File: src/rtl/inert_spi_slv_if.sv
// Bus between the inertial SPI master and the sensor stand-in.
// Carries the SPI wires, the INT line and the sample feed.
interface inert_spi_slv_if;
    logic        SS_n;
    logic        SCLK;
    logic        MOSI;
    logic        MISO;
    logic        INT;
    logic        smpl_vld;
    logic [15:0] ptch_rt_in;
    logic [15:0] AZ_in;

    modport master (
        output SS_n, SCLK, MOSI, smpl_vld, ptch_rt_in, AZ_in,
        input  MISO, INT
    );

    modport slave (
        input  SS_n, SCLK, MOSI, smpl_vld, ptch_rt_in, AZ_in,
        output MISO, INT
    );
endinterface

File: src/rtl/inert_spi_slv.sv
// Mode-0 16-bit SPI responder modelling the inertial sensor: config regs, pitch/AZ data, INT.
// SAMPLE_LOCK_EN: data regs freeze between committed reads of 0x22 and 0x2D.
module inert_spi_slv (
    input  logic           clk,
    input  logic           rst_n,
    inert_spi_slv_if.slave spi
);

    localparam logic [7:0] WHO_AM_I_VAL = 8'h6A;

    localparam logic [1:0] S_IDLE = 2'd0;
    localparam logic [1:0] S_CMD  = 2'd1;
    localparam logic [1:0] S_DATA = 2'd2;

    logic [2:0]  r_ss_sync;
    logic [2:0]  r_sclk_sync;
    logic [1:0]  r_mosi_sync;
    logic [1:0]  r_state;
    logic [4:0]  r_bit_cnt;
    logic [15:0] r_shift;
    logic [7:0]  r_tx;
    logic        r_tx_act;
    logic        r_miso;
    logic [7:0]  r_int1_ctrl;
    logic [7:0]  r_ctrl1_xl;
    logic [7:0]  r_ctrl2_g;
    logic [7:0]  r_ctrl5;
    logic [15:0] r_ptch;
    logic [15:0] r_az;
    logic [15:0] r_pend_ptch;
    logic [15:0] r_pend_az;
    logic        r_pend;
    logic        r_cap_d;
    logic        r_clr_d;
    logic        r_int;

    logic        w_ss_fall;
    logic        w_ss_rise;
    logic        w_sclk_rise;
    logic        w_sclk_fall;
    logic        w_shift_en;
    logic        w_frame_end;
    logic        w_commit;
    logic        w_frm_rd;
    logic [6:0]  w_frm_addr;
    logic        w_rd2d;
    logic        w_lock;
    logic        w_hold;
    logic        w_cap;
    logic [15:0] w_cap_ptch;
    logic [15:0] w_cap_az;
    logic [7:0]  w_rd_byte;

    // SS_n sync resets low so a select already held low at reset release is not seen as a fall
    always_ff @(posedge clk or negedge rst_n) begin
        if (!rst_n) begin
            r_ss_sync   <= 3'b000;
            r_sclk_sync <= 3'b000;
            r_mosi_sync <= 2'b00;
        end else begin
            r_ss_sync   <= {r_ss_sync[1:0], spi.SS_n};
            r_sclk_sync <= {r_sclk_sync[1:0], spi.SCLK};
            r_mosi_sync <= {r_mosi_sync[0], spi.MOSI};
        end
    end

    assign w_ss_fall   =  r_ss_sync[2]   & ~r_ss_sync[1];
    assign w_ss_rise   = ~r_ss_sync[2]   &  r_ss_sync[1];
    assign w_sclk_rise = ~r_sclk_sync[2] &  r_sclk_sync[1];
    assign w_sclk_fall =  r_sclk_sync[2] & ~r_sclk_sync[1];

    assign w_shift_en  = w_sclk_rise & (r_state != S_IDLE);
    assign w_frame_end = w_ss_rise & (r_state != S_IDLE);
    assign w_commit    = w_frame_end & (r_bit_cnt == 5'd16);
    assign w_frm_rd    = r_shift[15];
    assign w_frm_addr  = r_shift[14:8];
    assign w_rd2d      = w_commit & w_frm_rd & (w_frm_addr == 7'h2D);

    always_ff @(posedge clk or negedge rst_n) begin
        if (!rst_n) begin
            r_state   <= S_IDLE;
            r_bit_cnt <= 5'd0;
            r_shift   <= 16'h0000;
        end else begin
            if (w_shift_en)
                r_shift <= {r_shift[14:0], r_mosi_sync[1]};
            if (w_shift_en && r_bit_cnt != 5'd31)
                r_bit_cnt <= r_bit_cnt + 5'd1;
            case (r_state)
                S_IDLE: if (w_ss_fall) begin
                    r_state   <= S_CMD;
                    r_bit_cnt <= 5'd0;
                end
                S_CMD: begin
                    if (w_ss_rise)
                        r_state <= S_IDLE;
                    else if (w_sclk_rise && r_bit_cnt == 5'd7)
                        r_state <= S_DATA;
                end
                S_DATA: if (w_ss_rise) r_state <= S_IDLE;
                default: r_state <= S_IDLE;
            endcase
        end
    end

    // Address decode works on the command byte while it still sits in the low half of r_shift
    always_comb begin
        w_rd_byte = 8'h00;
        case (r_shift[6:0])
            7'h0D:   w_rd_byte = r_int1_ctrl;
            7'h0F:   w_rd_byte = WHO_AM_I_VAL;
            7'h10:   w_rd_byte = r_ctrl1_xl;
            7'h11:   w_rd_byte = r_ctrl2_g;
            7'h14:   w_rd_byte = r_ctrl5;
            7'h22:   w_rd_byte = r_ptch[7:0];
            7'h23:   w_rd_byte = r_ptch[15:8];
            7'h2C:   w_rd_byte = r_az[7:0];
            7'h2D:   w_rd_byte = r_az[15:8];
            default: w_rd_byte = 8'h00;
        endcase
    end

    always_ff @(posedge clk or negedge rst_n) begin
        if (!rst_n) begin
            r_tx     <= 8'h00;
            r_tx_act <= 1'b0;
            r_miso   <= 1'b0;
        end else begin
            if (r_state == S_IDLE || w_frame_end) begin
                r_tx     <= 8'h00;
                r_tx_act <= 1'b0;
            end else if (w_sclk_fall && r_state == S_DATA) begin
                if (!r_tx_act && r_bit_cnt == 5'd8) begin
                    r_tx_act <= r_shift[7];
                    r_tx     <= w_rd_byte;
                end else begin
                    r_tx <= {r_tx[6:0], 1'b0};
                end
            end
            r_miso <= r_tx_act & r_tx[7];
        end
    end

    always_ff @(posedge clk or negedge rst_n) begin
        if (!rst_n) begin
            r_int1_ctrl <= 8'h00;
            r_ctrl1_xl  <= 8'h00;
            r_ctrl2_g   <= 8'h00;
            r_ctrl5     <= 8'h00;
        end else if (w_commit && !w_frm_rd) begin
            case (w_frm_addr)
                7'h0D:   r_int1_ctrl <= r_shift[7:0];
                7'h10:   r_ctrl1_xl  <= r_shift[7:0];
                7'h11:   r_ctrl2_g   <= r_shift[7:0];
                7'h14:   r_ctrl5     <= r_shift[7:0];
                default: ;
            endcase
        end
    end

`ifdef SAMPLE_LOCK_EN
    logic r_lock;
    logic w_rd22;

    assign w_rd22 = w_commit & w_frm_rd & (w_frm_addr == 7'h22);

    always_ff @(posedge clk or negedge rst_n) begin
        if (!rst_n)
            r_lock <= 1'b0;
        else if (w_rd2d)
            r_lock <= 1'b0;
        else if (w_rd22)
            r_lock <= 1'b1;
    end

    assign w_lock = r_lock;
`else
    assign w_lock = 1'b0;
`endif

    // While held, strobes park in the pending slot; a newer strobe always wins
    assign w_hold     = (r_state != S_IDLE) | ~r_ss_sync[1] | w_lock;
    assign w_cap      = ~w_hold & (spi.smpl_vld | r_pend);
    assign w_cap_ptch = spi.smpl_vld ? spi.ptch_rt_in : r_pend_ptch;
    assign w_cap_az   = spi.smpl_vld ? spi.AZ_in      : r_pend_az;

    always_ff @(posedge clk or negedge rst_n) begin
        if (!rst_n) begin
            r_ptch      <= 16'h0000;
            r_az        <= 16'h0000;
            r_pend_ptch <= 16'h0000;
            r_pend_az   <= 16'h0000;
            r_pend      <= 1'b0;
            r_cap_d     <= 1'b0;
            r_clr_d     <= 1'b0;
        end else begin
            if (w_cap) begin
                r_ptch <= w_cap_ptch;
                r_az   <= w_cap_az;
            end
            if (spi.smpl_vld && w_hold) begin
                r_pend      <= 1'b1;
                r_pend_ptch <= spi.ptch_rt_in;
                r_pend_az   <= spi.AZ_in;
            end else if (w_cap) begin
                r_pend <= 1'b0;
            end
            r_cap_d <= w_cap;
            r_clr_d <= w_rd2d;
        end
    end

    always_ff @(posedge clk or negedge rst_n) begin
        if (!rst_n)
            r_int <= 1'b0;
        else if (!r_int1_ctrl[1])
            r_int <= 1'b0;
        else if (r_cap_d)
            r_int <= 1'b1;
        else if (r_clr_d)
            r_int <= 1'b0;
    end

    assign spi.MISO = r_miso;
    assign spi.INT  = r_int;

endmodule
File: src/flat_wrapper.sv
// flat-port wrapper written by rule: the top's interface ports become plain ports
module inert_spi_slv_flat 
  (clk, rst_n, spi_SS_n, spi_SCLK, spi_MOSI, spi_smpl_vld, spi_ptch_rt_in, spi_AZ_in, spi_MISO, spi_INT);
  inert_spi_slv_if spi_i ();
  input  logic clk;
  input  logic rst_n;
  input wire logic [$bits(spi_i.SS_n)-1:0] spi_SS_n;
  input wire logic [$bits(spi_i.SCLK)-1:0] spi_SCLK;
  input wire logic [$bits(spi_i.MOSI)-1:0] spi_MOSI;
  input wire logic [$bits(spi_i.smpl_vld)-1:0] spi_smpl_vld;
  input wire logic [$bits(spi_i.ptch_rt_in)-1:0] spi_ptch_rt_in;
  input wire logic [$bits(spi_i.AZ_in)-1:0] spi_AZ_in;
  output wire logic [$bits(spi_i.MISO)-1:0] spi_MISO;
  output wire logic [$bits(spi_i.INT)-1:0] spi_INT;
  assign spi_i.SS_n = spi_SS_n;
  assign spi_i.SCLK = spi_SCLK;
  assign spi_i.MOSI = spi_MOSI;
  assign spi_i.smpl_vld = spi_smpl_vld;
  assign spi_i.ptch_rt_in = spi_ptch_rt_in;
  assign spi_i.AZ_in = spi_AZ_in;
  assign spi_MISO = spi_i.MISO;
  assign spi_INT = spi_i.INT;
  inert_spi_slv u_core (.clk(clk), .rst_n(rst_n), .spi(spi_i));
endmodule
File: config.mk
export PLATFORM = sky130hd
export DESIGN_NAME = inert_spi_slv_flat
export DESIGN_NICKNAME = d
export VERILOG_FILES = /design/src/rtl/inert_spi_slv_if.sv /design/src/rtl/inert_spi_slv.sv /design/src/flat_wrapper.sv
export SDC_FILE = /design/constraint.sdc
export NUM_CORES = 1
export LEC_CHECK = 0
export ABC_AREA = 1
export BUFFER_PORTS_ARGS = -buffer_cell sky130_fd_sc_hd__buf_2
export CORE_ASPECT_RATIO = 1.2
export CORE_MARGIN = 5
export CORE_UTILIZATION = 45
export CTS_CLUSTER_DIAMETER = 30
export DETAILED_ROUTE_END_ITERATION = 6
export PLACE_DENSITY = 0.65
export SLEW_MARGIN = 5
export SYNTH_ARGS = -nofsm -noshare
export SYNTH_HDL_FRONTEND = slang
export SYNTH_SLANG_ARGS = --single-unit
export TNS_END_PERCENT = 10
File: constraint.sdc
create_clock -name clk -period 1.6 [get_ports clk]
set_input_delay 0 -clock clk [delete_from_list [all_inputs] [get_ports clk]]
set_output_delay 0 -clock clk [all_outputs]
set_load 0.01 [all_outputs]
==> results of run 1 <==
-- metrics by stage --
step	std cells	util, %	area, um2	hold WS (ns)
after floorplan	766	-	6571	-0.2956
after global placement	985	50.31	7222	-0.09737
after detailed placement	985	50.31	7222	-0.09506
after CTS	1054	57.33	8229	0.04403
after global routing	1058	58.25	8362	0.06441
final	1058	58.25	8362	0.03623
-- routing by layer --
layer  vias to the layer above  track usage [%]  wire length (um)
li1                       2732                -                 -
met1                      2574            25.67              6919
met2                       126            32.27              7994
met3                        21            4.334               651
met4                         0            6.921               265
met5                         -                0                 0
-- layout by cell type (no fill, tap or decap), types with 4 or more instances in the layout --
cell | synthesis | routed
clkinvlp_4 | 0 | 5
buf_4 | 3 | 31
nand3_1 | 47 | 47
nor2_1 | 31 | 25
buf_2 | 16 | 38
clkbuf_8 | 0 | 4
nor2_2 | 5 | 8
o21ai_0 | 87 | 84
dfrtp_1 | 141 | 137
nand2_2 | 10 | 11
nand2_1 | 197 | 191
o22ai_1 | 7 | 7
buf_12 | 0 | 10
o21a_1 | 30 | 30
o21ai_1 | 33 | 36
dlygate4sd3_1 | 0 | 36
inv_2 | 8 | 7
inv_1 | 73 | 73
dfrtp_2 | 0 | 4
o211ai_1 | 8 | 8
a21oi_1 | 7 | 7
nor2_4 | 9 | 12
nand4_1 | 21 | 21
o21bai_2 | 7 | 7
clkbuf_16 | 0 | 17
-- worst paths after layout --
check / to / slack, ns / cells after the start
worst min-delay path: u_core.r_shift[7] / 0.04 / 2
worst max-delay path: u_core.r_ctrl2_g[1] / -0.005 / 10
max in group asynchronous: u_core.r_az[1] / 0.95 / 3
worst max register to register: u_core.r_ctrl2_g[1] / -0.005 / 10
worst min register to register: u_core.r_ss_sync[1] / 0.35 / 0
min in group clk: u_core.r_pend / 0.06 / 3
-- kinds of logic (layout without fill, tap and decap cells) --
kind of cell / Yosys count / after routing / share of synthesized area, %
and+or+nand+nor: 331 / 331 / 22.98
DFF: 141 / 141 / 53.69
buffers and inverters: 112 / 229 / 6.874
AOI/OAI and AO/OA: 179 / 179 / 15.88
adders and majority gates: 3 / 3 / 0.5713
-- critical path, delay by kind of cell (launching register included) --
family,cells,cell delay (ns)
compound gates,1,0.07
fa+ha+maj,1,0.14
buf+inv,3,0.28
flops,1,0.41
simple gates,5,0.56
-- power by group --
group / switching (mW) / total (mW) / internal [mW]
Sequential: 0.595 / 5.04 / 4.45
Combinational: 2.11 / 3.60 / 1.49
Clock: 1.47 / 3.76 / 2.29
-- timing repair --
| item | 4_1_cts | 5_1_grt |
|---|---|---|
| setup endpoints to repair | 46 | 84 |
| hold buffers | 36 | 0 |
| resized for setup | 12 | 24 |
| endpoints found under the hold margin | 183 | 0 |
| setup buffers | 2 | 4 |
| pin swaps | 2 | 10 |
-- state kept, by name, summed over array words and instances (netlist names), 5 cells and up --
| name | flops |
|---|---|
| u_core.r_ctrl1_xl | 8 |
| u_core.r_bit_cnt | 5 |
| u_core.r_shift | 16 |
| u_core.r_ctrl5 | 8 |
| u_core.r_ctrl2_g | 8 |
| u_core.r_pend_az | 16 |
| u_core.r_pend_ptch | 16 |
| u_core.r_tx | 8 |
| u_core.r_ptch | 16 |
| u_core.r_int1_ctrl | 8 |
| u_core.r_az | 16 |
-- cell type report --
| cell class | instances | area (um2) |
|---|---|---|
| clock inverters | 9 | 86.33 |
| clock buffers | 22 | 484.2 |
| well taps | 175 | 219.0 |
| fillers | 1211 | 5992 |
| repair buffers | 117 | 1006 |
| multi-input cells | 513 | 2726 |
| inverters | 81 | 306.5 |
| flip-flops and latches | 141 | 3533 |
==> reports/results.tsv, run 1 <==
metric	value	unit
skew final	0.007539	ns
pin count of the biggest net entering global routing	66	
Syn Nets	807	
GRT Util Overall	19.58	%
Reg clk slew, reported paths	0.06	ns
DP Wirelength	11110	um
die span in y	142.4	um
#FFs+latches synth	141	
worst path required time	1.90	ns
Synth Flop Type	dfrtp_1	
post-synth top area cell	dfrtp_1	
Starting Density	45.78	%
sequential area share after synthesis	53.69	%
Placer Congestion	0.8980	
DR pass1 iterations	5	
Largest stage delay, worst path	0.41	ns
critical path endpoint category	flop	
total gr overflow	0	
slowest CP cell	dfrtp_1	
total wire length	15830	um
Setup-failing EPs final	1	
nature of the critical path startpoint	flop	
H-tree Lvls	4	
Worst Tran Pin Value	0.4087	ns
CTS tree	yes	
failing checks	setup timing	
FFs w/ async S/R, synth	100.0	%
full die area	0.01713	mm2
Post-Synthesis Cells	766	
CP Launch Point	u_core.r_bit_cnt[1]	
die width	120.3	um
remaining routing DRC violations	0	
Area Growth Syn to Fin	27.25	%
pre-CTS setup slack	-0.09180	ns
port bufs	39	
worst hold path class	in -> async	
antenna violations before repair	0	
syn_area_per_cell	8.579	um2
crit path DAT	1.90	ns
CP Class	reg -> reg	
starting DRC count in detailed routing	347	
total CTS buffers	17	
worst-path cell chain	inv_1, ha_1, inv_1, nor2_2, nand3_2, nor2_4, buf_12, nand2_4, nand2_1, o21ai_1	
fin crit share	100.3	%
Core ar.	0.01435	mm2
Max Fclk	0.6231	GHz
Worst Path Max Fanout	16	
Setup WS post-layout	-0.004878	ns
Synth top area share	53.69	%
CTS Buffer Depth	2	
Sink Count	141	
FF-to-FF Start	u_core.r_bit_cnt[1]	
num rows	48	
final hold vios	0	
maxcap violations	0	
# IOs	40	
routed length per instance	14.96	um
vias in the first global route	5271	
min cycle time layout	1.605	ns
P_leak	3.844	nW
Commonest cells post-synth	nand2_1, dfrtp_1, o21ai_0	
Pwr Total	12.40	mW
Peak VDD IR	0.9755	mV
Slew headroom	72.55	%
Worst-Skew Late Latency	0.42	ns
most frequent CP cell	inv_1	
Setup TNS Final	-0.004878	ns
Syn. warnings	0	
vias post-DR	5453	
ANT nets after route	0	
RSZ-0062 raised after global routing	yes	
proportion of layout cells with a drive suffix above 1	19.82	%
Yosys cell types	28	
PwrDens	1483	mW/mm2
status	finished, violations left	
EDFF count, synth	0	
synth top area cells	dfrtp_1, nand2_1, o21ai_0, inv_1, nand3_1	
DR vias/cell	5.154	
Mapped Area	0.006571	mm2
first-pass GRT wire length	26590	um
fin. max-slew vios	0	
most frequent cell after synthesis	nand2_1	
antenna cell count	0	
nets@finish	912	
CTS root buffer	clkbuf_16	
No activity file was read; power rests on OpenSTA's default activity.
==> inputs of run 2 (changes only) <==
--- a/config.mk
+++ b/config.mk
@@ -9,10 +9,10 @@
 export BUFFER_PORTS_ARGS = -buffer_cell sky130_fd_sc_hd__buf_2
 export CORE_ASPECT_RATIO = 1.2
 export CORE_MARGIN = 5
-export CORE_UTILIZATION = 45
+export CORE_UTILIZATION = 50
 export CTS_CLUSTER_DIAMETER = 30
 export DETAILED_ROUTE_END_ITERATION = 6
-export PLACE_DENSITY = 0.65
+export PLACE_DENSITY = 0.71
 export SLEW_MARGIN = 5
 export SYNTH_ARGS = -nofsm -noshare
 export SYNTH_HDL_FRONTEND = slang
==> run 2 against run 1 <==
  * The flow still finishes with violations (setup timing)
  * Global-route usage increased by 2.1 points
  * Hold slack improved by 0.058 ns
  * Combinational power increased by 5%
  * Utilization increased by 7.7 points
  * Flip-flop and latch count unchanged
  * First-iteration DRC count increased by 2.3%
  * Count of clock-buffer cells in the layout decreased by 4
  * Cell area increased by 3.0%
  * Critical path type unchanged
  * Sequential share of layout area decreased by 1.3 points
  * Die area decreased by 9.3%
  * Highest routed layer unchanged
  * Register-to-register slack got worse by 0.12 ns
==> reports/results.tsv, run 2 (synthesized netlist as in run 1, its figures left out) <==
metric	value	unit	change
fin. max-slew vios	0		unchanged
DR pass1 iterations	5		unchanged
# IOs	40		unchanged
r2r endpoint	u_core.r_ctrl2_g[2]		
full die area	0.01554	mm2	-9.3%
total wire length	16540	um	+4.5%
vias post-DR	5674		+4.1%
cell area after layout	0.008616	mm2	+3.0%
reg2reg path depth	7		-3
crit path DAT	2.02	ns	+0.12 ns
commonest non-fill, non-tap cell in the layout	nand2_1		
RSZ-0062 raised after global routing	yes		
Worst-Skew Late Latency	0.42	ns	about the same
H-tree Lvls	4		unchanged
Sink Count	141		unchanged
slowest CP cell	dfrtp_1		
worst path required time	1.90	ns	about the same
DP Wirelength	10700	um	-3.7%
pin count of the biggest net entering global routing	66		unchanged
die width	114.7	um	-4.7%
pre-CTS setup slack	-0.05499	ns	+0.03680 ns
reg2reg setup slack	-0.13	ns	-0.12 ns
placed instance count	980		-0.51%
status	finished, violations left		
PwrDens	1489	mW/mm2	+0.39%
antenna cell count	0		unchanged
maxcap violations	0		unchanged
CTS tree	yes		
CTS Buffer Depth	2		unchanged
commonest non-fill, non-tap cells in the layout	nand2_1, dfrtp_1, o21ai_0		
vias in the first global route	5468		+3.7%
die span in y	135.6	um	-4.8%
final hold vios	0		unchanged
Peak VDD IR	0.9569	mV	-1.9%
failing checks	setup timing		
P_leak	3.965	nW	+3.1%
min cycle time layout	1.727	ns	+0.1219 ns
FF-to-FF Start	u_core.r_shift[13]		
DR vias/cell	5.348		+3.8%
total gr overflow	0		unchanged
routed length per instance	15.59	um	+4.2%
Setup WS post-layout	-0.1268	ns	-0.1219 ns
Pwr Total	12.83	mW	+3.4%
Fillers	961		-21%
port bufs	39		unchanged
GRT Util Overall	21.69	%	+2.1 points
remaining routing DRC violations	0		unchanged
starting DRC count in detailed routing	355		+2.3%
Core ar.	0.01307	mm2	-9.0%
placed cell area	0.007241	mm2	+0.26%
Max Fclk	0.5791	GHz	-7.1%
ANT nets after route	0		unchanged
CTS root buffer	clkbuf_16		
fin crit share	107.9	%	+7.6 points
Largest stage delay, worst path	0.44	ns	+0.03 ns
nature of the critical path startpoint	flop		
Area Growth Syn to Fin	31.11	%	
Slew headroom	63.39	%	-9.2 points
critical path endpoint category	flop		
Worst Tran Pin Value	0.5451	ns	+0.1364 ns
Reg clk slew, reported paths	0.06	ns	about the same
Starting Density	50.30	%	+4.5 points
nets@finish	922		+1.1%
proportion of layout cells with a drive suffix above 1	23.96	%	+4.1 points
worst hold path class	in -> async		
skew final	0.007947	ns	+0.0004086 ns
total CTS buffers	17		unchanged
Setup-failing EPs final	30		+29
num rows	46		-4.2%
Worst Path Max Fanout	8		-8
Placer Congestion	0.9149		+1.9%
worst-path cell chain	inv_1, nand3_1, nor4_4, buf_4, nand2_8, nand2_1, o21ai_1		
antenna violations before repair	0		unchanged
first-pass GRT wire length	26560	um	-0.10%
CP Class	reg -> reg		
post-route insts no fill	1061		+0.28%
## run 2: changes by cell type in the layout (fill, tap and decap cells not counted), moves of 13 or more
cell     delta
nand2_1    -16
nand2_2    +13
o21ai_1    -15
o21ai_2    +16
## run 2: layer usage
metal | track usage, % | share of wire (%) | vias to the layer above
met5 | 0 | 0 | -
met2 | 35.63 | 51 | 185
li1 | - | - | 2756
met4 | 7.591 | 2.4 | 0
met1 | 28.08 | 42 | 2704
met3 | 5.183 | 4.9 | 29
## run 2: worst max path at each step
stage,end,cells after the start,from
after global placement,u_core.r_az[0],6,u_core.r_state[1]
after CTS,u_core.r_ctrl5[2],9,u_core.r_bit_cnt[0]
after floorplan,u_core.r_int1_ctrl[6],10,u_core.r_bit_cnt[0]
final,u_core.r_ctrl2_g[2],7,u_core.r_shift[13]
after global routing,u_core.r_ctrl1_xl[0],5,u_core.r_shift[13]
after detailed placement,u_core.r_ctrl5[2],9,u_core.r_bit_cnt[0]
## run 2: repair_timing
action                                 in CTS  in global routing
hold buffers                               37                  0
endpoints found under the hold margin     188                  0
setup endpoints to repair                  44                 63
gates cloned                                0                  4
pin swaps                                   1                 14
resized for setup                           3                 75
buffers inserted                            0                  9
## run 2: metrics by stage
stage	setup TNS [ns]	utilization, %	hold WS [ns]
after floorplan	0	-	-0.2956
after global placement	0	55.42	-0.02720
after detailed placement	-0.7868	55.42	-0.01810
after CTS	-0.9893	62.89	0.1010
after global routing	-4.928	65.95	0.1348
final	-2.028	65.95	0.09386
## run 2: area by class of cell
| type | count | area [um2] | area share [%] |
|---|---|---|---|
| flip-flops and latches | 141 | 3530 | 40.97 |
| multi-input cells | 516 | 2914 | 33.82 |
| clock buffers | 18 | 429.2 | 4.981 |
| repair buffers | 124 | 1062 | 12.33 |
| inverters | 81 | 304.0 | 3.529 |
| clock inverters | 13 | 166.4 | 1.931 |
| well taps | 168 | 210.2 | 2.440 |
## run 2: critical path, delay by kind of cell, from the launching register on
family                 cells  cell delay [ns]
AOI/OAI and AO/OA          1             0.08
buffers and inverters      2             0.34
DFF                        1             0.44
and+or+nand+nor            4             0.75
## run 2: where the power goes
group	total [mW]	internal (mW)	switching [mW]	leakage, nW
Sequential	5.06	4.44	0.618	1.78
Combinational	3.78	1.58	2.20	1.89
Clock	3.99	2.45	1.53	0.288
==> inputs of run 3 (changes only) <==
--- a/config.mk
+++ b/config.mk
@@ -6,13 +6,13 @@
 export NUM_CORES = 1
 export LEC_CHECK = 0
 export ABC_AREA = 1
-export BUFFER_PORTS_ARGS = -buffer_cell sky130_fd_sc_hd__buf_2
 export CORE_ASPECT_RATIO = 1.2
 export CORE_MARGIN = 5
 export CORE_UTILIZATION = 50
 export CTS_CLUSTER_DIAMETER = 30
 export DETAILED_ROUTE_END_ITERATION = 6
-export PLACE_DENSITY = 0.71
+export DONT_BUFFER_PORTS = 1
+export PLACE_DENSITY = 0.69
 export SLEW_MARGIN = 5
 export SYNTH_ARGS = -nofsm -noshare
 export SYNTH_HDL_FRONTEND = slang
==> run 3 against run 2 <==
  * Total power is 0.59% higher
  * Global-route usage shrank 0.085 points
  * Sequential power about the same
  * Critical endpoint is now u_core.r_ctrl5[0]
  * Utilization down 0.94 points
  * Clock skew up 0.00089 ns
  * The flow finishes with violations (hold timing, setup timing)
==> reports/results.tsv, run 3 (synthesized netlist as in run 1, its figures left out) <==
metric	value	unit	change
status	finished, violations left		
failing checks	hold timing, setup timing		
routed length per instance	16.20	um	+3.9%
min cycle time layout	1.614	ns	-0.1129 ns
commonest non-fill, non-tap cells in the layout	nand2_1, dfrtp_1, o21ai_0		
nature of the critical path startpoint	flop		
Peak VDD IR	0.9895	mV	+3.4%
commonest non-fill, non-tap cell in the layout	nand2_1		
PwrDens	1519	mW/mm2	+2.0%
total gr overflow	0		unchanged
Slew headroom	80.19	%	+17 points
CP Class	reg -> reg		
port bufs	0		-100%
crit path DAT	1.91	ns	-0.11 ns
reg2reg setup slack	-0.01	ns	+0.11 ns
GRT Util Overall	21.61	%	-0.085 points
worst hold path class	in -> async		
routed length on met2	8621	um	+2.9%
FF-to-FF Start	u_core.r_bit_cnt[1]		
Reg clk slew, reported paths	0.06	ns	about the same
# IOs	40		unchanged
worst hold slack	-0.7221	ns	-0.8160 ns
placed instance count	939		-4.2%
post-route insts no fill	1030		-2.9%
remaining routing DRC violations	0		unchanged
Worst Tran Pin Value	0.2968	ns	-0.2483 ns
Area Growth Syn to Fin	29.25	%	
die span in y	135.6	um	unchanged
full die area	0.01554	mm2	unchanged
DR top layer	met4		
pin count of the biggest net entering global routing	142		+120%
maxcap violations	0		unchanged
reg2reg path depth	10		+3
antenna violations before repair	0		unchanged
DR pass1 iterations	5		unchanged
Post-Route M1 WL	6930	um	-0.24%
total wire length	16690	um	+0.90%
final hold vios	141		+141
CTS tree	yes		
Setup TNS Final	-0.03612	ns	+1.992 ns
# hold bufs at CTS	36		-2.7%
nets@finish	891		-3.4%
fin. max-slew vios	0		unchanged
first-pass GRT wire length	26210	um	-1.3%
Core ar.	0.01307	mm2	unchanged
ANT nets after route	0		unchanged
Max Fclk	0.6196	GHz	+7.0%
CTS Buffer Depth	2		unchanged
skew final	0.008832	ns	+0.0008850 ns
starting DRC count in detailed routing	336		-5.4%
DR vias/cell	5.432		+1.6%
Setup-failing EPs final	7		-77%
total CTS buffers	17		unchanged
DP Wirelength	10620	um	-0.75%
Starting Density	50.30	%	unchanged
CTS root buffer	clkbuf_16		
Worst-Skew Late Latency	0.42	ns	about the same
Pwr Total	12.90	mW	+0.59%
post-layout util	65.01	%	-0.94 points
vias post-DR	5595		-1.4%
Placer Congestion	0.8786		-4.0%
Sink Count	141		unchanged
die width	114.7	um	unchanged
worst path required time	1.90	ns	about the same
vias in the first global route	5287		-3.3%
Worst Path Max Fanout	8		unchanged
H-tree Lvls	4		unchanged
P_leak	3.876	nW	-2.2%
proportion of layout cells with a drive suffix above 1	20.79	%	-3.2 points
RSZ-0062 raised after global routing	yes		
r2r endpoint	u_core.r_ctrl5[0]		
Setup WS post-layout	-0.01388	ns	+0.1129 ns
num rows	46		unchanged
fin crit share	100.9	%	-7.1 points
met3 WL	789	um	-2.8%
critical path endpoint category	flop		
## run 3: changes by cell type in the layout (fill, tap and decap cells not counted), sizes merged
cell	delta
buf	-31
clkbuf	+3
clkinv	-1
diode	+1
dlygate4sd3	-2
inv	-2
nand2	+1
## run 3: routing by layer
layer	track usage [%]	vias up
li1	-	2704
met1	27.29	2675
met2	35.92	184
met3	5.675	32
met4	7.459	0
met5	0	-
## run 3: area by class of cell
type	count	area, um2
antenna	1	2.502
clock buffer	20	446.7
clock inverter	10	141.4
fill	974	4572
inverter	81	309.0
multi-input combinational	517	2932
sequential	141	3532
tap	168	210.2
timing repair buffer	92	919.6
## run 3: worst max path at each step
stage,from,to,slack [ns],depth (start not counted)
final,u_core.r_bit_cnt[1],u_core.r_ctrl5[0],-0.01,10
after global routing,u_core.r_bit_cnt[1],u_core.r_ctrl5[6],-0.07,10
after CTS,u_core.r_bit_cnt[0],u_core.r_ctrl5[7],-0.04,9
after detailed placement,u_core.r_shift[1],u_core.r_tx[1],-0.04,9
after global placement,u_core.r_shift[0],u_core.r_tx[1],0.004,9
after floorplan,u_core.r_bit_cnt[0],u_core.r_int1_ctrl[6],0.07,10
## run 3: per-stage QoR
step | worst slack (ns) | instance area [um2]
final | -0.01388 | 8493
after global routing | -0.07131 | 8491
after CTS | -0.03620 | 7988
after detailed placement | -0.03641 | 6987
after global placement | 0.004416 | 6987
after floorplan | 0.07346 | 6571
## run 3: report_power, final
part           switching [mW]  total [mW]  internal [mW]
clock                    1.45        3.92           2.47
combinational            2.24        3.93           1.70
sequential              0.606        5.05           4.45
total                    4.29        12.9           8.62
## run 3: worst max-delay path: stages (launching register included)
cell	delay, ns
dfrtp_1	0.41
inv_2	0.09
ha_4	0.13
inv_2	0.04
nor2_4	0.12
nand3_4	0.09
nor2_4	0.14
buf_12	0.19
nand2_8	0.12
nand2_4	0.10
o21ai_2	0.05
## run 3: what timing repair did
| item | 4_1_cts | 5_1_grt |
|---|---|---|
| setup buffers | 3 | 16 |
| endpoints found under the hold margin | 209 | 141 |
| cloned | 0 | 5 |
| pin swaps | 2 | 27 |
| setup endpoints to repair | 47 | 55 |
| resized for setup | 6 | 74 |
